## src/rtl/mux_sel_arb.sv

```systemverilog
// mux_sel_arb: registered N-channel selector, addressed or round-robin grant, valid/ready on both sides
// Ports: clk, reset_n (async, active-low); mode/addr pick the grant source;
//   in_data/in_valid/in_ready per channel; out_data/out_src/out_valid/out_ready output register;
//   xfer_count counts completed output handshakes (wrapping).
// Define MUX_SEL_ARB_RR_EN to build the round-robin arbiter; otherwise mode is ignored.
module mux_sel_arb #(
   parameter int WIDTH = 32,
   parameter int NUM_IN = 4,
   localparam int SEL_W = $clog2(NUM_IN)
) (
   input  logic                    clk,
   input  logic                    reset_n,
   input  logic                    mode,
   input  logic [SEL_W-1:0]        addr,
   input  logic [NUM_IN*WIDTH-1:0] in_data,
   input  logic [NUM_IN-1:0]       in_valid,
   output logic [NUM_IN-1:0]       in_ready,
   output logic [WIDTH-1:0]        out_data,
   output logic [SEL_W-1:0]        out_src,
   output logic                    out_valid,
   input  logic                    out_ready,
   output logic [15:0]             xfer_count
);
   typedef enum logic {EMPTY, FULL} state_t;
   state_t state, state_nx;
   logic [SEL_W-1:0] grant;
   logic grant_found, load_en;
   logic [WIDTH-1:0] sel_data;
   assign out_valid = state == FULL;
   // reset_n gating keeps in_ready low while the block is held in reset
   assign load_en = reset_n && (!out_valid || out_ready) && grant_found;
`ifdef MUX_SEL_ARB_RR_EN
   logic [SEL_W-1:0] ptr;
   always_comb begin
      grant = addr;
      grant_found = int'(addr) < NUM_IN && in_valid[addr];
      if (mode) begin
         grant = '0;
         grant_found = 1'b0;
         // descending scan: the channel nearest ptr is written last and wins
         for (int i = NUM_IN - 1; i >= 0; i--)
            if (in_valid[SEL_W'((int'(ptr) + i) % NUM_IN)]) begin
               grant = SEL_W'((int'(ptr) + i) % NUM_IN);
               grant_found = 1'b1;
            end
      end
   end
   always_ff @(posedge clk or negedge reset_n)
      if (!reset_n) ptr <= '0;
      else if (load_en && mode) ptr <= grant == SEL_W'(NUM_IN - 1) ? '0 : grant + 1'b1;
`else
   logic unused_mode;
   assign unused_mode = mode;
   always_comb begin
      grant = addr;
      grant_found = int'(addr) < NUM_IN && in_valid[addr];
   end
`endif
   always_comb begin
      sel_data = '0;
      in_ready = '0;
      for (int i = 0; i < NUM_IN; i++) begin
         if (grant == SEL_W'(i)) sel_data = in_data[i*WIDTH +: WIDTH];
         in_ready[i] = load_en && grant == SEL_W'(i);
      end
      state_nx = load_en ? FULL : (out_ready ? EMPTY : state);
   end
   always_ff @(posedge clk or negedge reset_n)
      if (!reset_n) begin
         state <= EMPTY;
         out_data <= '0;
         out_src <= '0;
         xfer_count <= '0;
      end else begin
         state <= state_nx;
         if (load_en) begin
            out_data <= sel_data;
            out_src <= grant;
         end
         if (out_valid && out_ready) xfer_count <= xfer_count + 16'd1;
      end
endmodule

```

## config.mk

```make
export PLATFORM = sky130hd
export DESIGN_NAME = mux_sel_arb
export DESIGN_NICKNAME = d
export VERILOG_FILES = /design/src/rtl/mux_sel_arb.sv
export SDC_FILE = /design/constraint.sdc
export NUM_CORES = 1
export LEC_CHECK = 0
export CAP_MARGIN = 20
export CORE_UTILIZATION = 30
export CTS_CLUSTER_SIZE = 14
export DETAILED_ROUTE_END_ITERATION = 8
export PLACE_DENSITY = 0.71
export SLEW_MARGIN = 20
export SYNTH_ARGS = -nofsm -noshare
export SYNTH_HDL_FRONTEND = slang
export SYNTH_SLANG_ARGS = --single-unit
export TNS_END_PERCENT = 100
```

## constraint.sdc

```tcl
create_clock -name clk -period 1.24 [get_ports clk]
set_input_delay 0.124 -clock clk [delete_from_list [all_inputs] [get_ports clk]]
set_output_delay 0.124 -clock clk [all_outputs]
set_load 0.03 [all_outputs]
```

### Word level (Yosys, flattened, before mapping)

Index checks and enable logic that the tools add are counted.

* add/sub/neg operators: 1
* multipliers: 0
* divide/modulo/power cells: 0
* order comparisons: 1
* eq/ne operators: 3
* shift operators: 0
* muxes and demuxes: 8
* bitwise gates (word level): 0
* reduce and logical (&&, ||, !) cells: 11

Operators with widths (number)
* 2-to-1 mux 32 bit: 4
* adder 16 x 1 -> 16 bit (second input constant): 1
* logical AND 1 bit: 7
* equality test 2 bit (second input constant): 2
* < comparator 2 x 3 -> 1 bit (second input constant): 1
* 2-to-1 mux 1 bit: 3
* binary-select mux 1 bit (select 2 bit): 1
* equality test 2 x 1 -> 1 bit (second input constant): 1
* zero test 2 bit: 1
* nonzero test 2 bit: 1
* zero test 1 bit: 1
* logical OR 1 bit: 1

* register bits: 51
* latch bits: 0
* bits in writable memories: 0
* bits in read-only memories: 0
* input port bits: 138
* output and inout port bits: 55
* word-level logic and storage cells: 28
* memories kept: 0

### Logic depth before layout (Yosys ltp)

* depth after elaboration: 5
* mapped depth: 5
* depth with buffers taken out: 5

### Least setup slack after synthesis

OpenSTA, ideal clock, no wires.

* kind: register to output
* start point: register state, in the netlist out_valid
* end point: output port in_ready[0]
* arrival time: 1.877 ns
* required time: 1.116 ns
* setup slack: -0.761 ns
* cell stages (with the launch flop): 4
* path buffers: 0
* cell sequence: dfrtp_1 > nand2b_1 > nand2_1 > nor4b_1

* cells in the longest elaborated chain, start to end: 5

Ends and longest elaborated chain
* from (decl): RTL line 25 `state_t state, state_nx;`
* from (signal assigned): RTL line 75 `state <= state_nx;`
* zero test 1 bit: RTL line 31 `assign load_en = reset_n && (!out_valid || out_ready) && grant_found;`
* logical OR 1 bit: RTL line 31
* logical AND 1 bit (2 in series): RTL line 31
* logical AND 1 bit: RTL line 64 `in_ready[i] = load_en && grant == SEL_W'(i);`
* to (decl): RTL line 17 `output logic [NUM_IN-1:0] in_ready,`

Every way passes these cells.

### Final worst setup path

* start point: register state, in the netlist out_valid
* end point: register out_data[12]

* cells in the longest elaborated chain, start to end: 4

Ends and longest elaborated chain
* zero test 1 bit: RTL line 31
* logical OR 1 bit: RTL line 31
* logical AND 1 bit (2 in series): RTL line 31
* to (signal assigned): RTL line 77 `out_data <= sel_data;`
* to (decl): RTL line 18 `output logic [WIDTH-1:0] out_data,`

Every way passes these cells.
A chain may end at the register's enable or synchronous reset.

==> parameters.txt <==
Parameter                              Value

Run status
  Result of the run    finished, violations left
  Violated checks    setup timing

Drt
  Met1 wire length    between 3000 and 4000 um
  Initial DRT Pass Iterations    3
  Average vias per placed instance    4.68
  Met2 wire length    between 4000 and 5000 um
  DRC violation total after the first TritonRoute iteration    32
  Uppermost metal layer occupied by signal nets    met4
  Total wire length    about 8600 um
  Detail Route met3 WL    between 700 and 800 um
  Final routed DRC violation total    0
  Detail-routed net length per standard cell    between 15 and 20 um
  Total via count in the routed design    ~2500
  Post-route ant nets    0

Clock tree
  Maximum level of the CTS H-tree    2
  Sinks on the clock net    roughly 50
  CTS tree    built
  Inserted Clock Buffers    5
  Root Buffer    sky130_fd_sc_hd__clkbuf_8
  Clock latency reported for the late side of the worst-skew pair    300 ps
  Clock-pin transition on the worst setup and hold timing paths    roughly 100 ps
  Longest Clk Path Bufs    2

Logic synthesis
  Commonest cells in the synthesized netlist    sky130_fd_sc_hd__dfrtp_1 (51), sky130_fd_sc_hd__mux4_2 (33), sky130_fd_sc_hd__mux2_4 (29), sky130_fd_sc_hd__xnor2_1 (10), sky130_fd_sc_hd__nand2_1 (9)
  Largest family of logic cells by synthesized area    multiplexers
  Leading register cell type out of synthesis    sky130_fd_sc_hd__dfrtp_1
  Library cell occupying the most area in the post-synthesis netlist    sky130_fd_sc_hd__dfrtp_1
  Area share of xor/xnor cells in the synthesized design    approximately 4.4%
  Flops & latches, synth    slightly above 50
  Mapped Cells    between 150 and 200
  Synth area leaders    sky130_fd_sc_hd__dfrtp_1 (43%), sky130_fd_sc_hd__mux4_2 (25%), sky130_fd_sc_hd__mux2_4 (15%), sky130_fd_sc_hd__xnor2_1 (2.9%), sky130_fd_sc_hd__mux2_2 (2.3%)
  Number of enable-type register cells in the synthesized netlist    0
  Fraction of the mapped netlist area in simple logic gates    roughly 6.1%
  Total standard cell area after synthesis    approximately 3000 sq um
  Yosys Warn Count    0
  Portion of the post-synthesis area used by sequential elements    42.9%
  Synthesized Nets    319
  Post-synthesis cell type count    23
  Share of the synthesized area in the top cell type    42.9%
  Async S/R FF share, synth    100%
  Fraction of synthesized area in multiplexers    about two fifths
  Compound-cell area share of the yosys netlist    0%
  Post-Syn Area per Cell    between 15 and 20 sq um
  Most repeated cell in the gate-level netlist after synthesis    sky130_fd_sc_hd__dfrtp_1
  Adder and majority gate portion of the synthesized area    0.421%

Final layout
  Area growth syn-to-layout    84.6%
  Number of nets in the finished design    approximately 540
  Fill cell count    777
  Fraction of layout cells with a size suffix above 1    40.1%
  Footprint of the flip-flops and latches    between 1000 and 1500 sq um
  Combined area of the multi-input logic cells    1700 sq um
  Final design area excluding fillers    between 5000 and 6000 sq um
  Diodes inserted    0
  Final Instance Count excl. Fillers    533

Floorplan
  Die outline width    102 um
  Number of placed I/O pins    roughly 190
  Y dimension of the die    around 100 um
  Core ar.    9420 sq um
  Effective utilization at floorplan    about a third
  Row count    35
  Die Area    10300 sq um

Timing
  Setup repair after global routing missed its margin    yes
  Slew at the pin with the worst max-slew slack    436 ps
  Final hold vios    0
  Clock tree skew after final layout    between 10 and 15 ps
  Final critical-path share of the clock period    122%
  Hold slack final    414 ps
  Final setup viols    around 50
  Highest clock rate    roughly 0.66 GHz
  Worst Setup Slack, final    -273 ps
  Min cycle time layout    1510 ps
  Slew Limit Headroom    roughly 71%
  Max Slew Vio Count    0

Pwr
  Power Density    1210 nW/um^2
  Peak supply drop    ~630 uV
  Total power    6650 uW
  Leakage power figure    ~0.0024 uW

Job
  Reported max-cap violation count    0

Global routing
  Largest net degree at the start of global routing    36
  Antenna violations before repair    0
  Number of global-route vias before repair    approximately 2600
  Combined global-route utilization of all metal layers    16.4%
  First-pass GRT wire length    ~13000 um
  Total overflow reported by the global router    0

Worst setup path
  Register-to-Register Path Depth    5
  Max Fanout on Critical Path    5
  Critical path arrival    between 1500 and 2000 ps
  Nature of the critical path endpoint    register
  CP startpoint kind    register
  Data required time of the critical path    around 1400 ps
  Setup Crit Path Kind    reg -> reg
  Reg2reg setup slack    -270 ps
  Worst reg2reg startpoint    out_valid
  Endpoint of the worst register-to-register path    out_data[12]

Worst hold path
  Origin of the worst min-delay path    addr[1]
  Capture endpoint of the worst hold path    out_src[1]
  Number of cells on the worst hold path    4
  Hold crit path type    in -> reg

Placed design
  Placer Congestion    around 0.75
  Placed Cells incl. Taps    slightly above 500
  Dpl cell area    approximately 5200 sq um
  Number of input and output port buffers inserted    approximately 190
  Half-perimeter wire length after detailed placement    roughly 7000 um
-- flip-flops by register name, indices dropped and copies added, names as in the netlist --
register,cells
out_data,32
out_src,2
out_valid,1
xfer_count,16
-- how the worst max path moves through the flow --
stage                      startpoint      endpoint  slack [ps]  cells after the start
after floorplan               addr[0]  out_data[11]        -110                      4
after CTS                   out_valid   in_ready[0]        -270                      4
after global routing        out_valid   in_ready[0]        -330                      4
after detailed placement  in_valid[3]  out_data[10]        -600                      5
final                       out_valid  out_data[12]        -270                      5
after global placement    in_valid[3]   out_data[6]        -570                      5
-- layout make-up --
| type | count | share of cell area, % |
|---|---|---|
| Timing Repair Buffer | 227 | 40.6 |
| Sequential cell | 51 | 23.5 |
| Clock inverter | 2 | 0.683 |
| Clock buffer | 6 | 1.32 |
| Multi-Input combinational cell | 117 | 30.9 |
| Inverter | 1 | 0.0683 |
| Tap cell | 129 | 2.94 |
-- logic make-up (layout without fill, tap and decap cells) --
| logic type | Yosys count | in the layout |
|---|---|---|
| xor+xnor | 15 | 15 |
| fa+ha+maj | 1 | 1 |
| buf+inv | 12 | 236 |
| flops | 51 | 51 |
| mux | 68 | 68 |
| simple gates | 33 | 33 |
-- worst max-delay path: stages (launching register included) --
cell,delay [ps]
sky130_fd_sc_hd__dfrtp_2,440
sky130_fd_sc_hd__nand2b_4,100
sky130_fd_sc_hd__buf_4,130
sky130_fd_sc_hd__nand3_4,130
sky130_fd_sc_hd__bufbuf_16,300
sky130_fd_sc_hd__mux2_4,290
-- power by group --
group	internal [uW]	total, uW	switching, uW
logic	1650	3160	1510
registers	2080	2340	268
clock network	603	1140	537
-- routing by layer --
| metal | vias to the layer above | GRT usage (%) |
|---|---|---|
| li1 | 1140 | - |
| met1 | 1234 | 18.2 |
| met2 | 115 | 29.9 |
| met3 | 7 | 5.31 |
| met4 | 0 | 4.68 |
| met5 | - | 0 |
-- through the flow --
step	setup slack [ps]	setup TNS, ps	utilization [%]
after floorplan	-114	-3850	-
after global placement	-566	-22200	55.3
final	-273	-8720	58.3
after detailed placement	-601	-23240	55.3
after global routing	-332	-11890	58.3
after CTS	-272	-7230	57.3
-- timing repair --
item	4_1_cts	5_1_grt
endpoints found under the setup margin	90	83
pin swaps	3	18
setup buffers	3	4
cloned	2	1
endpoints found under the hold margin	46	0
resized for setup	67	59
hold buffers	1	0
-- layout by cell type, fill, tap and decap left out, types with 2 or more instances in the layout --
cell type	netlist	routed
sky130_fd_sc_hd__buf_12	3	5
sky130_fd_sc_hd__clkdlybuf4s50_1	0	129
sky130_fd_sc_hd__mux2_2	6	6
sky130_fd_sc_hd__nand3_2	0	3
sky130_fd_sc_hd__xor2_1	5	5
sky130_fd_sc_hd__nor2_4	0	4
sky130_fd_sc_hd__nand3_4	1	2
sky130_fd_sc_hd__mux4_2	33	33
sky130_fd_sc_hd__buf_2	0	3
sky130_fd_sc_hd__dfrtp_2	0	11
sky130_fd_sc_hd__clkdlybuf4s15_1	0	21
sky130_fd_sc_hd__dlygate4sd2_1	0	20
sky130_fd_sc_hd__nand2_1	9	5
sky130_fd_sc_hd__nand4_1	5	5
sky130_fd_sc_hd__dfrtp_1	51	40
sky130_fd_sc_hd__nand2_2	0	3
sky130_fd_sc_hd__clkbuf_2	0	12
sky130_fd_sc_hd__clkbuf_8	0	5
sky130_fd_sc_hd__mux2_4	29	29
sky130_fd_sc_hd__xnor2_1	10	10
sky130_fd_sc_hd__buf_6	4	9
sky130_fd_sc_hd__buf_4	1	24
Note: power is estimated with default switching activity, not from simulation.
